## src/rtl/jtopl_pg_pkg.sv

```systemverilog
// Shared definitions for the phase generator: increment width and saturation
// limit, plus the vibrato depth levels selected by the vibrato position.
package jtopl_pg_pkg;

    localparam int                  PHINC_W   = 17;
    localparam logic [PHINC_W-1:0]  PHINC_MAX = 17'h1FFFF;

    typedef enum logic [1:0] {
        VIB_ZERO = 2'd0,
        VIB_HALF = 2'd1,
        VIB_FULL = 2'd2
    } vib_lvl_e;

    // The low two bits give the depth within a half cycle; bit 2 is the sign.
    function automatic vib_lvl_e vib_level(input logic [2:0] pos);
        vib_lvl_e lvl;
        case (pos[1:0])
            2'd0:    lvl = VIB_ZERO;
            2'd2:    lvl = VIB_FULL;
            default: lvl = VIB_HALF;
        endcase
        return lvl;
    endfunction

endpackage

```

## src/rtl/jtopl_pg_vibcnt.sv

```systemverilog
// Vibrato position counter: a sample prescaler that advances the 3-bit
// vibrato position once every 2^VIB_PRE_W samples.
module jtopl_pg_vibcnt
    import jtopl_pg_pkg::*;
#(
    parameter int VIB_PRE_W = 10
) (
    input  logic       clk,
    input  logic       rst,
    input  logic       cen,
    input  logic       zero,
    output logic [2:0] vib_pos
);

    logic [VIB_PRE_W-1:0] prescaler;

    always_ff @(posedge clk) begin
        if (rst) begin
            prescaler <= '0;
            vib_pos   <= 3'd0;
        end else if (cen && zero) begin
            prescaler <= prescaler + 1'b1;
            if (&prescaler)
                vib_pos <= vib_pos + 3'd1;
        end
    end

endmodule

```

## src/rtl/jtopl_pg_inc.sv

```systemverilog
// Phase-increment stage: turns F-number and block into the pure phase
// increment for the current slot, with vibrato applied and saturation.
module jtopl_pg_inc
    import jtopl_pg_pkg::*;
#(
    parameter int VIB_PRE_W = 10
) (
    input  logic         clk,
    input  logic         rst,
    input  logic         cen,
    input  logic         zero,
    input  logic [9:0]   fnum,
    input  logic [2:0]   block,
    input  logic         vib,
    input  logic         dvb,
    output logic [16:0]  phinc_pure,
    output logic [2:0]   vib_pos
);

    // The magnitude never exceeds fnum[9:7], so the subtraction cannot wrap.
    function automatic logic [PHINC_W-1:0] calc_phinc(
        input logic [9:0] f,
        input logic [2:0] blk,
        input logic       vib_en,
        input logic       deep,
        input logic [2:0] pos
    );
        logic [2:0]  top;
        logic [2:0]  mag;
        logic [11:0] fmod;
        logic [18:0] inc;
        top = f[9:7];
        case (vib_level(pos))
            VIB_FULL: mag = top;
            VIB_HALF: mag = top >> 1;
            default:  mag = 3'd0;
        endcase
        if (!deep)
            mag = mag >> 1;
        if (!vib_en)
            mag = 3'd0;
        if (pos[2])
            fmod = {1'b0, f, 1'b0} - {9'd0, mag};
        else
            fmod = {1'b0, f, 1'b0} + {9'd0, mag};
        inc = ({7'd0, fmod} << blk) >> 1;
        if (inc > {2'b00, PHINC_MAX})
            return PHINC_MAX;
        return inc[PHINC_W-1:0];
    endfunction

    jtopl_pg_vibcnt #(
        .VIB_PRE_W (VIB_PRE_W)
    ) u_vibcnt (
        .clk     (clk),
        .rst     (rst),
        .cen     (cen),
        .zero    (zero),
        .vib_pos (vib_pos)
    );

    // Uses the position before any update on this edge.
    always_ff @(posedge clk) begin
        if (rst)
            phinc_pure <= '0;
        else if (cen)
            phinc_pure <= calc_phinc(fnum, block, vib, dvb, vib_pos);
    end

endmodule

```

## config.mk

```make
export PLATFORM = sky130hd
export DESIGN_NAME = jtopl_pg_inc
export DESIGN_NICKNAME = d
export VERILOG_FILES = /design/src/rtl/jtopl_pg_pkg.sv /design/src/rtl/jtopl_pg_vibcnt.sv /design/src/rtl/jtopl_pg_inc.sv
export SDC_FILE = /design/constraint.sdc
export NUM_CORES = 1
export LEC_CHECK = 0
export ABC_AREA = 1
export CAP_MARGIN = 10
export CORE_ASPECT_RATIO = 0.7
export CORE_MARGIN = 2
export CORE_UTILIZATION = 45
export CTS_CLUSTER_DIAMETER = 50
export DETAILED_ROUTE_END_ITERATION = 8
export DONT_BUFFER_PORTS = 1
export PLACE_DENSITY = 0.65
export SYNTH_ARGS = -nofsm -noshare
export SYNTH_HDL_FRONTEND = slang
export SYNTH_SLANG_ARGS = --single-unit
```

## constraint.sdc

```tcl
create_clock -name clk -period 2.5 [get_ports clk]
set_clock_uncertainty 0.15 [all_clocks]
set_input_delay 0.5 -clock clk [delete_from_list [all_inputs] [get_ports clk]]
set_output_delay 0.5 -clock clk [all_outputs]
set_load 0.005 [all_outputs]
```

==> results.sh, run 1 <==
export IMPL_final_util_pct=61.4
export IMPL_cts_hold_buf=0
export IMPL_violations="setup timing"
export IMPL_seq_area_frac_synth_pct=27.7
export IMPL_syn_cell_area_um2=2170
export IMPL_status="finished with violations"
export IMPL_cts_buffers=5
export IMPL_cts_tree="done"
export IMPL_grt_setup_unrepaired="true"
export IMPL_synth_edf_count=0
export IMPL_slew_headroom_pct=59.5
export IMPL_routedWlPerCell_um=14.2
export IMPL_gr_total_overflow=0
export IMPL_coreArea_um2=4700
export IMPL_finalWirelength_mm=6.08
export IMPL_stdcell_area_um2=2890
export IMPL_fin_setup_tns_ns=-3.64
export IMPL_port_buffers=0
export IMPL_remaining_drc_errors=0
export IMPL_synthCells=351
export IMPL_fmax_ghz=0.360
export IMPL_finalWorstSetupSlack_ns=-0.280
export IMPL_setup_viol=17
export IMPL_start_kind="register"
export IMPL_grt_max_degree=22
export IMPL_finalMaxSlewViolations=0
export IMPL_drive_gt1_share_pct=33.1
export IMPL_dp_cells=413
export IMPL_pin_count=39
export IMPL_detail_route_antenna_nets=0
export IMPL_instances_no_fill=429
export IMPL_die_area_um2=5400
export IMPL_reg2reg_from="u_vibcnt.vib_pos[0]$_SDFFE_PP0P_"
export IMPL_worstPathRequired_ns=2.51
export IMPL_leakagePower_nw=1.26
export IMPL_ys_flop_type="dfxtp_1"
export IMPL_multi_input_area_um2=1760
export IMPL_path_clk_slew_ns=0.06
export IMPL_hold_violations=0
export IMPL_start_util_pct=46.1
export IMPL_async_flop_share_pct=0
export IMPL_dp_worst_setup_slack_ns=-0.278
export IMPL_grt_pass1_wl_mm=8.98
export IMPL_firstDrtPassIters=4
export IMPL_insertion_delay_ns=0.27
export IMPL_syn_num_nets=381
export IMPL_crit_type="register to register"
export IMPL_first_global_vias=2045
export IMPL_ir_worst_vdd_uv=315
export IMPL_viasPerCell=5.48
export IMPL_worst_slew_pin_slew_ns=0.601
export IMPL_max_cap_viol_count=0
export IMPL_antenna_cells=0
export IMPL_synth_area_per_cell_um2=6.18
export IMPL_fillers=428
export IMPL_die_height_um=62.1
export IMPL_cp_max_fo=4
export IMPL_finalCriticalPeriod_ns=2.78
export IMPL_antenna_found_initial=0
export IMPL_yosysUniqueCellTypes=30
export IMPL_place_gp_congestion=0.893
export IMPL_final_nets=401
export IMPL_dp_hpwl_mm=4.20
export IMPL_row_count=21
export IMPL_grtUsageTotal_pct=21.3
export IMPL_hp_class="input pin to register"
export IMPL_htreeDepth=2
export IMPL_hp_start="rst"
export IMPL_area_growth_syn_to_layout_pct=33.2
export IMPL_vias=2350
export IMPL_crit_start="u_vibcnt.vib_pos[0]$_SDFFE_PP0P_"
export IMPL_period_share_pct=111
export IMPL_seq_area_um2=603
export IMPL_clock_sinks=30
export IMPL_cts_buffer_depth=2
export IMPL_critPathArrivalTime_ns=2.79
export IMPL_clockRootBuffer="clkbuf_8"
export IMPL_power_density_nw_per_um2=390
export IMPL_ys_seq_elements=30
export IMPL_end_kind="register"
export IMPL_reg2reg_setup_slack_ns=-0.28
export IMPL_placed_area_um2=2380
export IMPL_die_w_um=87.0
export IMPL_drt_initial_drc_count=109
export IMPL_yosys_warnings=0
[final cells by class]
type	instances	area share, %
multi-input cells	265	60.8
flip-flops and latches	30	20.9
repair buffers	24	6.50
inverters	45	6.19
clock buffers	7	2.99
well taps	57	2.47
clock inverters	1	0.173
[logic make-up (layout without fill, tap and decap cells)]
| family | count (synthesis) | count (layout) | share of synthesized area (%) |
|---|---|---|---|
| flops | 30 | 30 | 27.7 |
| compound gates | 51 | 51 | 12.5 |
| xor+xnor | 3 | 3 | 1.21 |
| fa+ha+maj | 11 | 11 | 7.04 |
| buf+inv | 56 | 77 | 9.81 |
| simple gates | 200 | 200 | 41.8 |
[placed cells by master, fill, tap and decap left out, types with 3 or more instances in the layout]
cell type and instances:
nand2_1 76, nand3_1 39, inv_1 36, nand3_2 31
dfxtp_1 28, buf_4 22, a21oi_1 19, nand2_2 14
o21ai_0 14, nor2_1 13, inv_2 7, a21oi_2 6
clkbuf_8 6, o21ai_1 5, nand4_1 5, ha_1 5
nand3_4 4, nand2_4 4, o21ai_2 4, ha_4 4
nor2_4 3
[through the flow]
stage	hold WS (ns)	power [mW]
6_report	0.134	1.13
5_1_grt	0.108	1.19
4_1_cts	0.131	1.10
3_5_place_dp	0.304	0.693
3_3_place_gp	0.300	0.693
2_1_floorplan	0.285	0.662
[final timing paths]
kind,to,cells past startpoint
worst max-delay path,phinc_pure[6]$_SDFFE_PP0P_,21
worst min register to register,u_vibcnt.prescaler[8]$_SDFFE_PP0P_,2
worst min-delay path,phinc_pure[9]$_SDFFE_PP0P_,1
worst max register to register,phinc_pure[6]$_SDFFE_PP0P_,21
[layer usage]
layer / global-route usage, % / part of all wire, % / vias to the layer above
met2: 33.8 / 45 / 58
met5: 0 / 0 / -
li1: - / - / 1199
met1: 28.0 / 48 / 1089
met4: 3.57 / 0.51 / 0
met3: 8.72 / 6.8 / 4
[sequential cells by signal, summed over array words and instances, names as in the netlist]
| signal | cells |
|---|---|
| u_vibcnt.vib_pos | 3 |
| u_vibcnt.prescaler | 10 |
| phinc_pure | 17 |
[cells in the mapped netlist (all sizes together) (2+ instances only)]
| library cell | number | area, µm² |
|---|---|---|
| a21oi | 25 | 125 |
| buf | 4 | 17.5 |
| clkbuf | 7 | 26.3 |
| dfxtp | 30 | 601 |
| fa | 2 | 40.0 |
| ha | 9 | 113 |
| inv | 45 | 169 |
| nand2 | 94 | 363 |
| nand3 | 74 | 375 |
| nand4 | 6 | 43.8 |
| nor2 | 18 | 72.6 |
| nor3 | 4 | 25.0 |
| o21ai | 23 | 115 |
| xor2 | 2 | 17.5 |
[worst max-delay path: stages, from the launching register on]
cell     delay, ns
dfxtp_2       0.35
inv_4         0.06
ha_4          0.16
inv_2         0.04
nand2_1       0.04
nand2_1       0.07
inv_1         0.04
o21ai_1       0.11
nand3_1       0.11
inv_2         0.10
ha_4          0.14
fa_2          0.19
nand2_2       0.08
nor2_4        0.11
nand4_1       0.17
buf_4         0.19
nand3_4       0.09
nand3_2       0.11
nand3_2       0.10
nand3_1       0.08
nand3_1       0.11
a21oi_1       0.07
[power by group]
group / total (mW) / internal [mW] / switching (mW)
combinational: 0.219 / 0.0855 / 0.134
sequential: 0.514 / 0.499 / 0.0148
clock: 0.395 / 0.222 / 0.173
[timing repair]
item,in CTS,in global routing
resized for setup,22,57
setup buffers,5,3
pin swaps,14,29
hold endpoints to repair,0,0
setup endpoints to repair,17,17
cloned,0,0
(Power assumes the default switching activity.)
==> run 2, diff against run 1 <==
- CAP_MARGIN: 10 -> 20
- clock period: 2.5 -> 2.55 ns (I/O delays scaled with it)
==> run 2 against run 1 <==
Compared with the run above: the run still ends with setup timing left; worst setup slack worse by 0.0040 ns; total power down 4.9%; via count down 1.4%; wire length down 4.2%; maximum frequency down 1.9%; die area unchanged; global-route usage up 0.18 points; clock power down 6.1%; first-iteration DRC count up 8.3%; critical path type unchanged.
==> results.sh, run 2 (synthesis gave the netlist of run 1 again) <==
export IMPL_fmax_ghz=0.353
export IMPL_die_height_um=62.1
export IMPL_final_common_cell="nand2_1"
export IMPL_remaining_drc_errors=0
export IMPL_crit_type="register to register"
export IMPL_reg2reg_setup_slack_ns=-0.28
export IMPL_clockRootBuffer="clkbuf_8"
export IMPL_fillers=460
export IMPL_finalMaxSlewViolations=0
export IMPL_drt_initial_drc_count=118
export IMPL_cp_common_cell="nand2_2"
export IMPL_start_kind="register"
export IMPL_max_cap_viol_count=0
export IMPL_fin_setup_tns_ns=-3.19
export IMPL_hp_class="input pin to register"
export IMPL_leakagePower_nw=1.19
export IMPL_coreArea_um2=4700
export IMPL_status="finished with violations"
export IMPL_finalCriticalPeriod_ns=2.83
export IMPL_dr_wl_met3_um=457
export IMPL_holdPathStages=1
export IMPL_vias=2318
export IMPL_multi_input_area_um2=1630
export IMPL_grt_max_degree=22
export IMPL_cts_buffer_depth=2
export IMPL_final_nets=399
export IMPL_place_gp_congestion=0.899
export IMPL_reg2reg_from="u_vibcnt.vib_pos[0]$_SDFFE_PP0P_"
export IMPL_first_global_vias=2071
export IMPL_end_kind="register"
export IMPL_worstPathRequired_ns=2.61
export IMPL_finalWirelength_mm=5.82
export IMPL_route_met2_wl_mm=2.59
export IMPL_row_count=21
export IMPL_path_clk_slew_ns=0.06
export IMPL_seq_area_um2=606
export IMPL_worst_slew_pin_slew_ns=0.603
export IMPL_grt_pass1_wl_mm=9.16
export IMPL_setup_viol=17
export IMPL_gr_total_overflow=0
export IMPL_grt_setup_unrepaired="true"
export IMPL_port_buffers=0
export IMPL_die_w_um=87.0
export IMPL_antenna_found_initial=0
export IMPL_period_share_pct=111
export IMPL_die_area_um2=5400
export IMPL_cp_slowest_stage_delay_ns=0.35
export IMPL_timing_rr_end="phinc_pure[12]$_SDFFE_PP0P_"
export IMPL_finalWorstSetupSlack_ns=-0.284
export IMPL_clock_sinks=30
export IMPL_reg2regPathDepth=22
export IMPL_crit_start="u_vibcnt.vib_pos[0]$_SDFFE_PP0P_"
export IMPL_firstDrtPassIters=4
export IMPL_regMostFlops="phinc_pure"
export IMPL_ir_worst_vdd_uv=295
export IMPL_slew_headroom_pct=59.4
export IMPL_path_cells="inv_4, ha_4, inv_2, nand2_2, nand2_2, inv_2, o21ai_2, nand3_2, inv_2, ha_4, fa_2, nand2_4, nor2_4, nand4_1, nand2_2, buf_4, nand3_2, nand2_2, nand2_2, a21oi_1, nand2_1, a21oi_1"
export IMPL_min_to="phinc_pure[9]$_SDFFE_PP0P_"
export IMPL_insertion_delay_ns=0.27
export IMPL_power_density_nw_per_um2=392
export IMPL_cts_tree="done"
export IMPL_routedWlPerCell_um=13.7
export IMPL_largest_reg_flops=17
export IMPL_area_growth_syn_to_layout_pct=26.0
export IMPL_cp_slowest_cell="dfxtp_2"
export IMPL_final_util_pct=58.1
export IMPL_m1WireLength_mm=2.75
export IMPL_critPathArrivalTime_ns=2.89
export IMPL_top_layer="met4"
export IMPL_hold_violations=0
export IMPL_mostFrequentLayoutCells="71 x nand2_1, 54 x nand3_1, 33 x inv_1"
export IMPL_hp_start="rst"
export IMPL_detail_route_antenna_nets=0
export IMPL_viasPerCell=5.45
export IMPL_htreeDepth=2
export IMPL_cts_buffers=5
export IMPL_dp_hpwl_mm=4.31
export IMPL_violations="setup timing"
export IMPL_top_regs="phinc_pure: 17 flops, u_vibcnt.prescaler: 10 flops, u_vibcnt.vib_pos: 3 flops"
export IMPL_grtUsageTotal_pct=21.5
export IMPL_pin_count=39
export IMPL_start_util_pct=46.1
export IMPL_cts_hold_buf=0
export IMPL_drive_gt1_share_pct=30.7
export IMPL_antenna_cells=0
export IMPL_cp_max_fo=4
==> run 2: changes by cell type in the layout (fill, tap and decap cells not counted), moves of 2 or more <==
cell	previous run	this run
ha_4	4	2
nand3_2	31	20
ha_2	0	2
nand2_2	14	21
nand2_1	76	71
nand3_4	4	0
buf_6	2	0
inv_2	7	10
inv_1	36	33
nand3_1	39	54
nand2_4	4	2
==> run 2: worst max-delay path, delay by kind of cell, from the launching register on <==
| family | cells | cell delay [ns] |
|---|---|---|
| buffers and inverters | 5 | 0.36 |
| and+or+nand+nor | 11 | 0.98 |
| AOI/OAI and AO/OA | 3 | 0.39 |
| DFF | 1 | 0.35 |
| adders and majority gates | 3 | 0.52 |
==> run 2: final cells by class <==
| type | instances | share of cell area [%] |
|---|---|---|
| tap | 57 | 2.61 |
| sequential | 30 | 22.2 |
| timing repair buffer | 22 | 6.05 |
| multi-input combinational | 265 | 59.7 |
| inverter | 45 | 6.46 |
| clock buffer | 6 | 3.02 |
==> run 2: power breakdown <==
part           switching (mW)  internal, mW  total, mW
Combinational           0.122        0.0768      0.198
Sequential             0.0152         0.488      0.503
Clock                   0.163         0.208      0.371
Total                   0.300         0.772       1.07
==> run 2: per-layer routing <==
metal	global-route usage, %	vias to the layer above
li1	-	1189
met1	29.7	1065
met2	34.1	59
met3	6.61	5
met4	3.13	0
met5	0	-
==> run 2: how the worst max path moves through the flow <==
| stage | to | slack, ns | depth (start not counted) |
|---|---|---|---|
| floorplan | phinc_pure[8]$_SDFFE_PP0P_ | 0.004 | 21 |
| CTS | phinc_pure[7]$_SDFFE_PP0P_ | -0.20 | 20 |
| detailed placement | phinc_pure[11]$_SDFFE_PP0P_ | -0.28 | 23 |
| finish | phinc_pure[12]$_SDFFE_PP0P_ | -0.28 | 22 |
| global placement | phinc_pure[11]$_SDFFE_PP0P_ | -0.23 | 23 |
| global route | phinc_pure[11]$_SDFFE_PP0P_ | -0.48 | 23 |
==> run 2: through the flow <==
stage	setup slack [ns]	power, mW	std cells	hold WS (ns)	cell area [µm²]
2_1_floorplan	0.00417	0.647	351	0.285	2200
3_3_place_gp	-0.227	0.675	412	0.302	2340
3_5_place_dp	-0.279	0.676	412	0.305	2340
4_1_cts	-0.199	1.05	419	0.143	2520
5_1_grt	-0.479	1.13	425	0.130	2730
6_report	-0.284	1.07	425	0.147	2730
==> run 2: timing repair <==
action                     4_1_cts  5_1_grt
resized for setup               22       48
setup endpoints to repair       17       17
buffers inserted                 1        6
pin swaps                       13       32
==> run 3, diff against run 2 <==
- CTS_CLUSTER_SIZE: not set -> 20
==> results of run 3 <==
Final layout, timing and power as in run 2 (identical DEF).
